===== src/rtl/tros_readout_pkg.sv =====
// Shared types and helpers for the ring-oscillator readout serializer.
package tros_readout_pkg;

  typedef enum logic [1:0] {
    IDLE = 2'd0,
    LOAD = 2'd1,
    SEND = 2'd2,
    GAP  = 2'd3
  } state_t;

  // Manchester half-bit phase: first half carries the bit, second half its inverse
  localparam logic PHASE_DATA = 1'b0;
  localparam logic PHASE_INV  = 1'b1;

  localparam logic [3:0] DEFAULT_PREAMBLE = 4'b1010;

  function automatic int unsigned ch_width(input int unsigned n);
    return (n <= 1) ? 1 : $clog2(n);
  endfunction

endpackage


===== src/rtl/tros_sync_edge.sv =====
// Multi-stage synchroniser followed by a rising-edge pulse detector.
module tros_sync_edge #(
  parameter int unsigned STAGES = 2
) (
  input  logic clk,
  input  logic rst_n,
  input  logic en,
  input  logic d,
  output logic rise_c
);

  // sh[STAGES-1] is the synchronised level, sh[STAGES] its previous value
  logic [STAGES:0] sh;

  always_ff @(posedge clk or negedge rst_n) begin
    if (!rst_n) begin
      sh <= '0;
    end else if (en) begin
      sh <= {sh[STAGES-1:0], d};
    end
  end

  assign rise_c = sh[STAGES-1] & ~sh[STAGES];

endmodule


===== src/rtl/tros_readout_serializer.sv =====
// Framed Manchester serializer for N_CH latched oscillator counts, single or scan mode.
// Define TROS_READOUT_PARITY_EN to append an even-parity bit over ch_id and data.
module tros_readout_serializer
  import tros_readout_pkg::*;
#(
  parameter int unsigned       N_CH        = 4,
  parameter int unsigned       CNT_W       = 20,
  parameter int unsigned       PRE_W       = 4,
  parameter logic [PRE_W-1:0]  PREAMBLE    = PRE_W'(DEFAULT_PREAMBLE),
  parameter int unsigned       SYNC_STAGES = 2,
  parameter int unsigned       GAP_BITS    = 2,
  localparam int unsigned      CH_W        = ch_width(N_CH)
) (
  input  logic                  clk,
  input  logic                  rst_n,
  input  logic                  ena,
  input  logic                  send_req,
  input  logic                  scan_mode,
  input  logic [CH_W-1:0]       ch_sel,
  input  logic [N_CH*CNT_W-1:0] cnt_bus,
  output logic                  tx_data,
  output logic                  tx_valid,
  output logic                  busy,
  output logic                  frame_done,
  output logic                  scan_done
);

`ifdef TROS_READOUT_PARITY_EN
  localparam int unsigned PAR_W = 1;
`else
  localparam int unsigned PAR_W = 0;
`endif
  localparam int unsigned F        = PRE_W + CH_W + CNT_W + PAR_W;
  localparam int unsigned BIT_W    = $clog2(F);
  localparam int unsigned GAP_W    = $clog2(2 * GAP_BITS);
  // GAP plus the LOAD cycle together keep the line idle for 2*GAP_BITS cycles
  localparam int unsigned GAP_LAST = 2 * GAP_BITS - 2;

  state_t            state, state_nxt;
  logic [F-1:0]      shreg, shreg_nxt;
  logic [BIT_W-1:0]  bit_cnt, bit_cnt_nxt;
  logic              half, half_nxt;
  logic [GAP_W-1:0]  gap_cnt, gap_cnt_nxt;
  logic [CH_W-1:0]   idx, idx_nxt;
  logic              scan_r, scan_nxt;
  logic              tx_data_nxt, tx_valid_nxt, busy_nxt;
  logic              frame_done_nxt, scan_done_nxt;
  logic              rise_c;
  logic [CNT_W-1:0]  data_c;
  logic [F-1:0]      frame_c;

  tros_sync_edge #(
    .STAGES (SYNC_STAGES)
  ) u_sync_edge (
    .clk    (clk),
    .rst_n  (rst_n),
    .en     (ena),
    .d      (send_req),
    .rise_c (rise_c)
  );

  // Channel select; an index beyond N_CH yields an all-zero count
  always_comb begin
    data_c = '0;
    for (int i = 0; i < N_CH; i++) begin
      if (idx == CH_W'(i)) data_c = cnt_bus[i*CNT_W +: CNT_W];
    end
`ifdef TROS_READOUT_PARITY_EN
    frame_c = {PREAMBLE, idx, data_c, ^{idx, data_c}};
`else
    frame_c = {PREAMBLE, idx, data_c};
`endif
  end

  always_ff @(posedge clk or negedge rst_n) begin
    if (!rst_n) begin
      state      <= IDLE;
      shreg      <= '0;
      bit_cnt    <= '0;
      half       <= PHASE_DATA;
      gap_cnt    <= '0;
      idx        <= '0;
      scan_r     <= 1'b0;
      tx_data    <= 1'b0;
      tx_valid   <= 1'b0;
      busy       <= 1'b0;
      frame_done <= 1'b0;
      scan_done  <= 1'b0;
    end else if (ena) begin
      state      <= state_nxt;
      shreg      <= shreg_nxt;
      bit_cnt    <= bit_cnt_nxt;
      half       <= half_nxt;
      gap_cnt    <= gap_cnt_nxt;
      idx        <= idx_nxt;
      scan_r     <= scan_nxt;
      tx_data    <= tx_data_nxt;
      tx_valid   <= tx_valid_nxt;
      busy       <= busy_nxt;
      frame_done <= frame_done_nxt;
      scan_done  <= scan_done_nxt;
    end
  end

  // Output registers hold the half-bit shown during the cycle after the edge
  always_comb begin
    state_nxt      = state;
    shreg_nxt      = shreg;
    bit_cnt_nxt    = bit_cnt;
    half_nxt       = half;
    gap_cnt_nxt    = gap_cnt;
    idx_nxt        = idx;
    scan_nxt       = scan_r;
    tx_data_nxt    = 1'b0;
    tx_valid_nxt   = 1'b0;
    busy_nxt       = busy;
    frame_done_nxt = 1'b0;
    scan_done_nxt  = 1'b0;

    case (state)
      IDLE: begin
        busy_nxt = 1'b0;
        if (rise_c) begin
          state_nxt = LOAD;
          scan_nxt  = scan_mode;
          idx_nxt   = scan_mode ? '0 : ch_sel;
          busy_nxt  = 1'b1;
        end
      end
      LOAD: begin
        shreg_nxt    = frame_c;
        bit_cnt_nxt  = '0;
        half_nxt     = PHASE_DATA;
        tx_data_nxt  = frame_c[F-1];
        tx_valid_nxt = 1'b1;
        state_nxt    = SEND;
      end
      SEND: begin
        tx_valid_nxt = 1'b1;
        if (half == PHASE_DATA) begin
          half_nxt    = PHASE_INV;
          tx_data_nxt = ~shreg[F-1];
        end else if (bit_cnt == BIT_W'(F - 1)) begin
          tx_valid_nxt   = 1'b0;
          frame_done_nxt = 1'b1;
          if (!scan_r || (idx == CH_W'(N_CH - 1))) begin
            scan_done_nxt = 1'b1;
            busy_nxt      = 1'b0;
            state_nxt     = IDLE;
          end else begin
            gap_cnt_nxt = '0;
            state_nxt   = GAP;
          end
        end else begin
          shreg_nxt   = {shreg[F-2:0], 1'b0};
          bit_cnt_nxt = bit_cnt + BIT_W'(1);
          half_nxt    = PHASE_DATA;
          tx_data_nxt = shreg[F-2];
        end
      end
      GAP: begin
        if (gap_cnt == GAP_W'(GAP_LAST)) begin
          idx_nxt   = idx + CH_W'(1);
          state_nxt = LOAD;
        end else begin
          gap_cnt_nxt = gap_cnt + GAP_W'(1);
        end
      end
      default: state_nxt = IDLE;
    endcase
  end

endmodule


===== config.mk =====
export PLATFORM = sky130hd
export DESIGN_NAME = tros_readout_serializer
export DESIGN_NICKNAME = d
export VERILOG_FILES = /design/src/rtl/tros_readout_pkg.sv /design/src/rtl/tros_sync_edge.sv /design/src/rtl/tros_readout_serializer.sv
export SDC_FILE = /design/constraint.sdc
export NUM_CORES = 1
export LEC_CHECK = 0
export CAP_MARGIN = 0
export CORE_AREA = 2 2 81 83
export DETAILED_ROUTE_END_ITERATION = 8
export DIE_AREA = 0 0 83 85
export PLACE_DENSITY_LB_ADDON = 0.12
export SYNTH_ARGS = -nofsm -noshare
export SYNTH_HDL_FRONTEND = slang
export SYNTH_HIERARCHICAL = 1
export SYNTH_SLANG_ARGS = --single-unit

===== constraint.sdc =====
create_clock -name clk -period 2.26 [get_ports clk]
set_input_delay 0.226 -clock clk [delete_from_list [all_inputs] [get_ports clk]]
set_output_delay 0.226 -clock clk [all_outputs]
set_load 0.03 [all_outputs]

==> impl_metrics.py <==
metrics = {
    "cts": {
        "clock_insertion_delay_worst_skew_ps": 290,
        "ctsRootBufferMaster": "sky130_fd_sc_hd__clkbuf_8",
        "clock_tree.buffer_depth": 2,
        "htree_num_levels": 2,
        "cts_bufs_inserted": 5,
        "tritoncts": "done",
        "clk_pin_slew_worst_paths_ps": 90,
        "cts.sinks": 47,
    },
    "timing": {
        "max_freq_mhz": 508.1,
        "final_period_util": 0.8709,
        "final.setup.tns_ps": 0,
        "finClkSkew_ps": 4.317,
        "maxSlewHeadroom": 0.6146,
        "number_of_failing_setup_endpoints_in_the_final_timing_report": 0,
        "layout_min_cycle_time_ps": 1968,
        "final_max_slew_viol_count": 0,
        "hold_viol": 0,
        "worst-slew-pin-transition_ps": 578.1,
        "setup_repair_after_global_routing_missed_its_margin": "false",
    },
    "drt": {
        "viasPerCell": 5.493,
        "route.vias.total": 2587,
        "drt_pass1_iterations": 4,
        "ant_nets": 0,
        "routed_wire_length_per_instance_um": 14.46,
        "totalWireLength_mm": 6.810,
        "detailedRoute.firstIterationViolations": 143,
        "post-route-drc-count": 0,
    },
    "yosys": {
        "mappedNetlistArea_mm2": 0.002840,
        "number_of_flops_mapped_to_enable_cells_by_yosys": 0,
        "async_flop_share": 1.000,
        "synth_area_leader_cell": "sky130_fd_sc_hd__dfrtp_1",
        "synth_largest_type_area_fraction": 0.4141,
        "synth-main-ff-cell": "sky130_fd_sc_hd__dfrtp_1",
        "synthDistinctLibCells": 39,
        "cell_types_with_the_largest_area_share_after_synthesis": "sky130_fd_sc_hd__dfrtp_1 41%, sky130_fd_sc_hd__a221o_1 7.0%, sky130_fd_sc_hd__a22oi_1 5.3%, sky130_fd_sc_hd__ha_1 4.8%, sky130_fd_sc_hd__nand2b_1 4.8%",
        "synth_seq_area_share": 0.4141,
        "synthCells": 303,
        "syn_nets": 401,
        "syn_area_per_cell_um2": 9.374,
        "synth-warning-count": 6,
        "yosys_register_bits": 47,
    },
    "die": {
        "dieArea_mm2": 0.007055,
        "die_width_um": 83,
        "dieHeight_um": 85,
        "initial_core_util": 0.4578,
        "core_area_mm2": 0.006205,
        "ios": 92,
        "rows": 29,
    },
    "finish": {
        "instances_no_fill": 471,
        "finalNetCount": 492,
        "mostFrequentLayoutCell": "sky130_fd_sc_hd__clkdlybuf4s50_1",
        "antenna-diode-count": 0,
        "final_core_util": 0.6443,
        "layout-drive-gt1-share": 0.08122,
        "final_cell_mix": "90 x sky130_fd_sc_hd__clkdlybuf4s50_1, 47 x sky130_fd_sc_hd__dfrtp_1, 30 x sky130_fd_sc_hd__nor2_1",
        "synthesis_to_layout_area_growth_pct": 40.75,
    },
    "power": {
        "powerDensity_mw_per_mm2": 1069,
        "total_leakage_power_nw": 1.602,
        "power_w": 0.004272,
        "vdd_drop_max_uv": 756.6,
    },
    "critical_path": {
        "worst_ep_arrival_time_ps": 2150,
        "type_of_element_launching_the_critical_path": "flop",
        "crit_path_end_kind": "flop",
        "reg2regPathDepth": 6,
        "path_class": "reg2reg",
        "worst-r2r-setup-slack_ps": 290,
        "cp_data_required_time_ps": 2440,
        "critical_path.max_fanout": 6,
    },
    "place": {
        "dp.cells": 458,
        "portBuffers": 91,
        "dpl.hpwl_mm": 5.259,
        "gp_routability_congestion": 0.7853,
    },
    "grt": {
        "use_met2": 0.3666,
        "remaining_global_route_overflow": 0,
        "first_global_vias": 2672,
        "grt_pass1_wl_mm": 11.77,
        "groute.usage.overall": 0.2009,
        "antenna_found_initial": 0,
        "grt_max_degree": 41,
        "globalRoute.busiestLayer": "met2",
        "global_route_track_usage_on_met3": 0.04669,
        "gr-usage-met1": 0.2438,
    },
    "job": {
        "maxCapViolCount": 0,
    },
    "worst_hold_path": {
        "hold_path_class": "in2async",
    },
    "run_status": {
        "run_status": "finished, final reports clean",
    },
}
-- critical path, stage by stage (launching register included) --
cell                      delay [ps]
sky130_fd_sc_hd__dfrtp_1         400
sky130_fd_sc_hd__inv_1            80
sky130_fd_sc_hd__ha_1            170
sky130_fd_sc_hd__and4b_1         410
sky130_fd_sc_hd__a31oi_4         150
sky130_fd_sc_hd__a221o_1         340
sky130_fd_sc_hd__mux2_4          310
-- power by group --
part / internal (W) / total, W / leakage, nW / switching [W]
sequential: 0.00118 / 0.00140 / 0.562 / 0.000225
combinational: 0.00113 / 0.00236 / 0.993 / 0.00123
clock: 0.000241 / 0.000510 / 0.0470 / 0.000270
total: 0.00255 / 0.00427 / 1.60 / 0.00172
-- area by class of cell --
cell class	count	area, µm²
fillers	540	2207
multi-input cells	218	1511
flip-flops and latches	47	1176
repair buffers	108	1074
well taps	77	96.34
clock buffers	6	82.58
inverters	14	52.55
clock inverters	1	5.005
-- flip-flops by register name (all words and copies together) (netlist names), 2 cells and up --
| signal | cells |
|---|---|
| shreg | 26 |
| bit_cnt | 5 |
| u_sync_edge/sh | 3 |
| gap_cnt | 2 |
| idx | 2 |
| state | 2 |
-- worst paths after layout --
path / startpoint / endpoint
hold / removal: rst_n / gap_cnt[1]
min in group clk: shreg[23] / shreg[23]
setup reg to reg: bit_cnt[1] / state[0]
setup / recovery: bit_cnt[1] / state[0]
hold reg to reg: shreg[23] / shreg[23]
max in group asynchronous: rst_n / shreg[11]
-- through the flow --
step                      setup slack (ps)  area, µm²  hold slack, ps
after floorplan                      484.9       2840          -69.59
after global placement               300.9       3862           245.8
after detailed placement             233.5       3862           247.7
after CTS                            220.0       3960           468.0
after global routing                 70.90       3998           498.6
final                                291.8       3998           446.6
-- synth_stat cells, drive strengths merged (2+ instances only) --
cell	count
nor2b	6
clkbuf	11
a22o	3
nand4	2
mux2	6
o22a	2
nand2b	22
ha	11
nor2	30
a22oi	20
buf	13
inv	14
nor3b	2
nand3	22
o22ai	5
mux2i	7
nand2	12
a21oi	8
nand3b	2
a221o	20
a31oi	20
dfrtp	47
a221oi	3
o21ai	7
-- timing repair --
item / CTS / global route
endpoints found under the hold margin: 22 / 0
setup endpoints to repair: 0 / 3
resized for setup: 0 / 0
hold buffers: 1 / 0
buffers inserted: 0 / 5
-- kinds of logic after synthesis --
family | count (synthesis) | synth area share
xor gates and xnor gates | 1 | 0.003084
adders and majority gates | 11 | 0.04846
muxes | 13 | 0.04978
DFF | 47 | 0.4141
buffers and inverters | 38 | 0.05639
AOI/OAI and AO/OA | 91 | 0.2467
and+or+nand+nor | 102 | 0.1815
-- layer usage --
metal  share of wire  vias up
met2            0.50       59
li1                -     1300
met5               0        -
met1            0.45     1224
met4          0.0068        0
met3           0.039        4
Note: power is estimated with default switching activity, not from simulation.
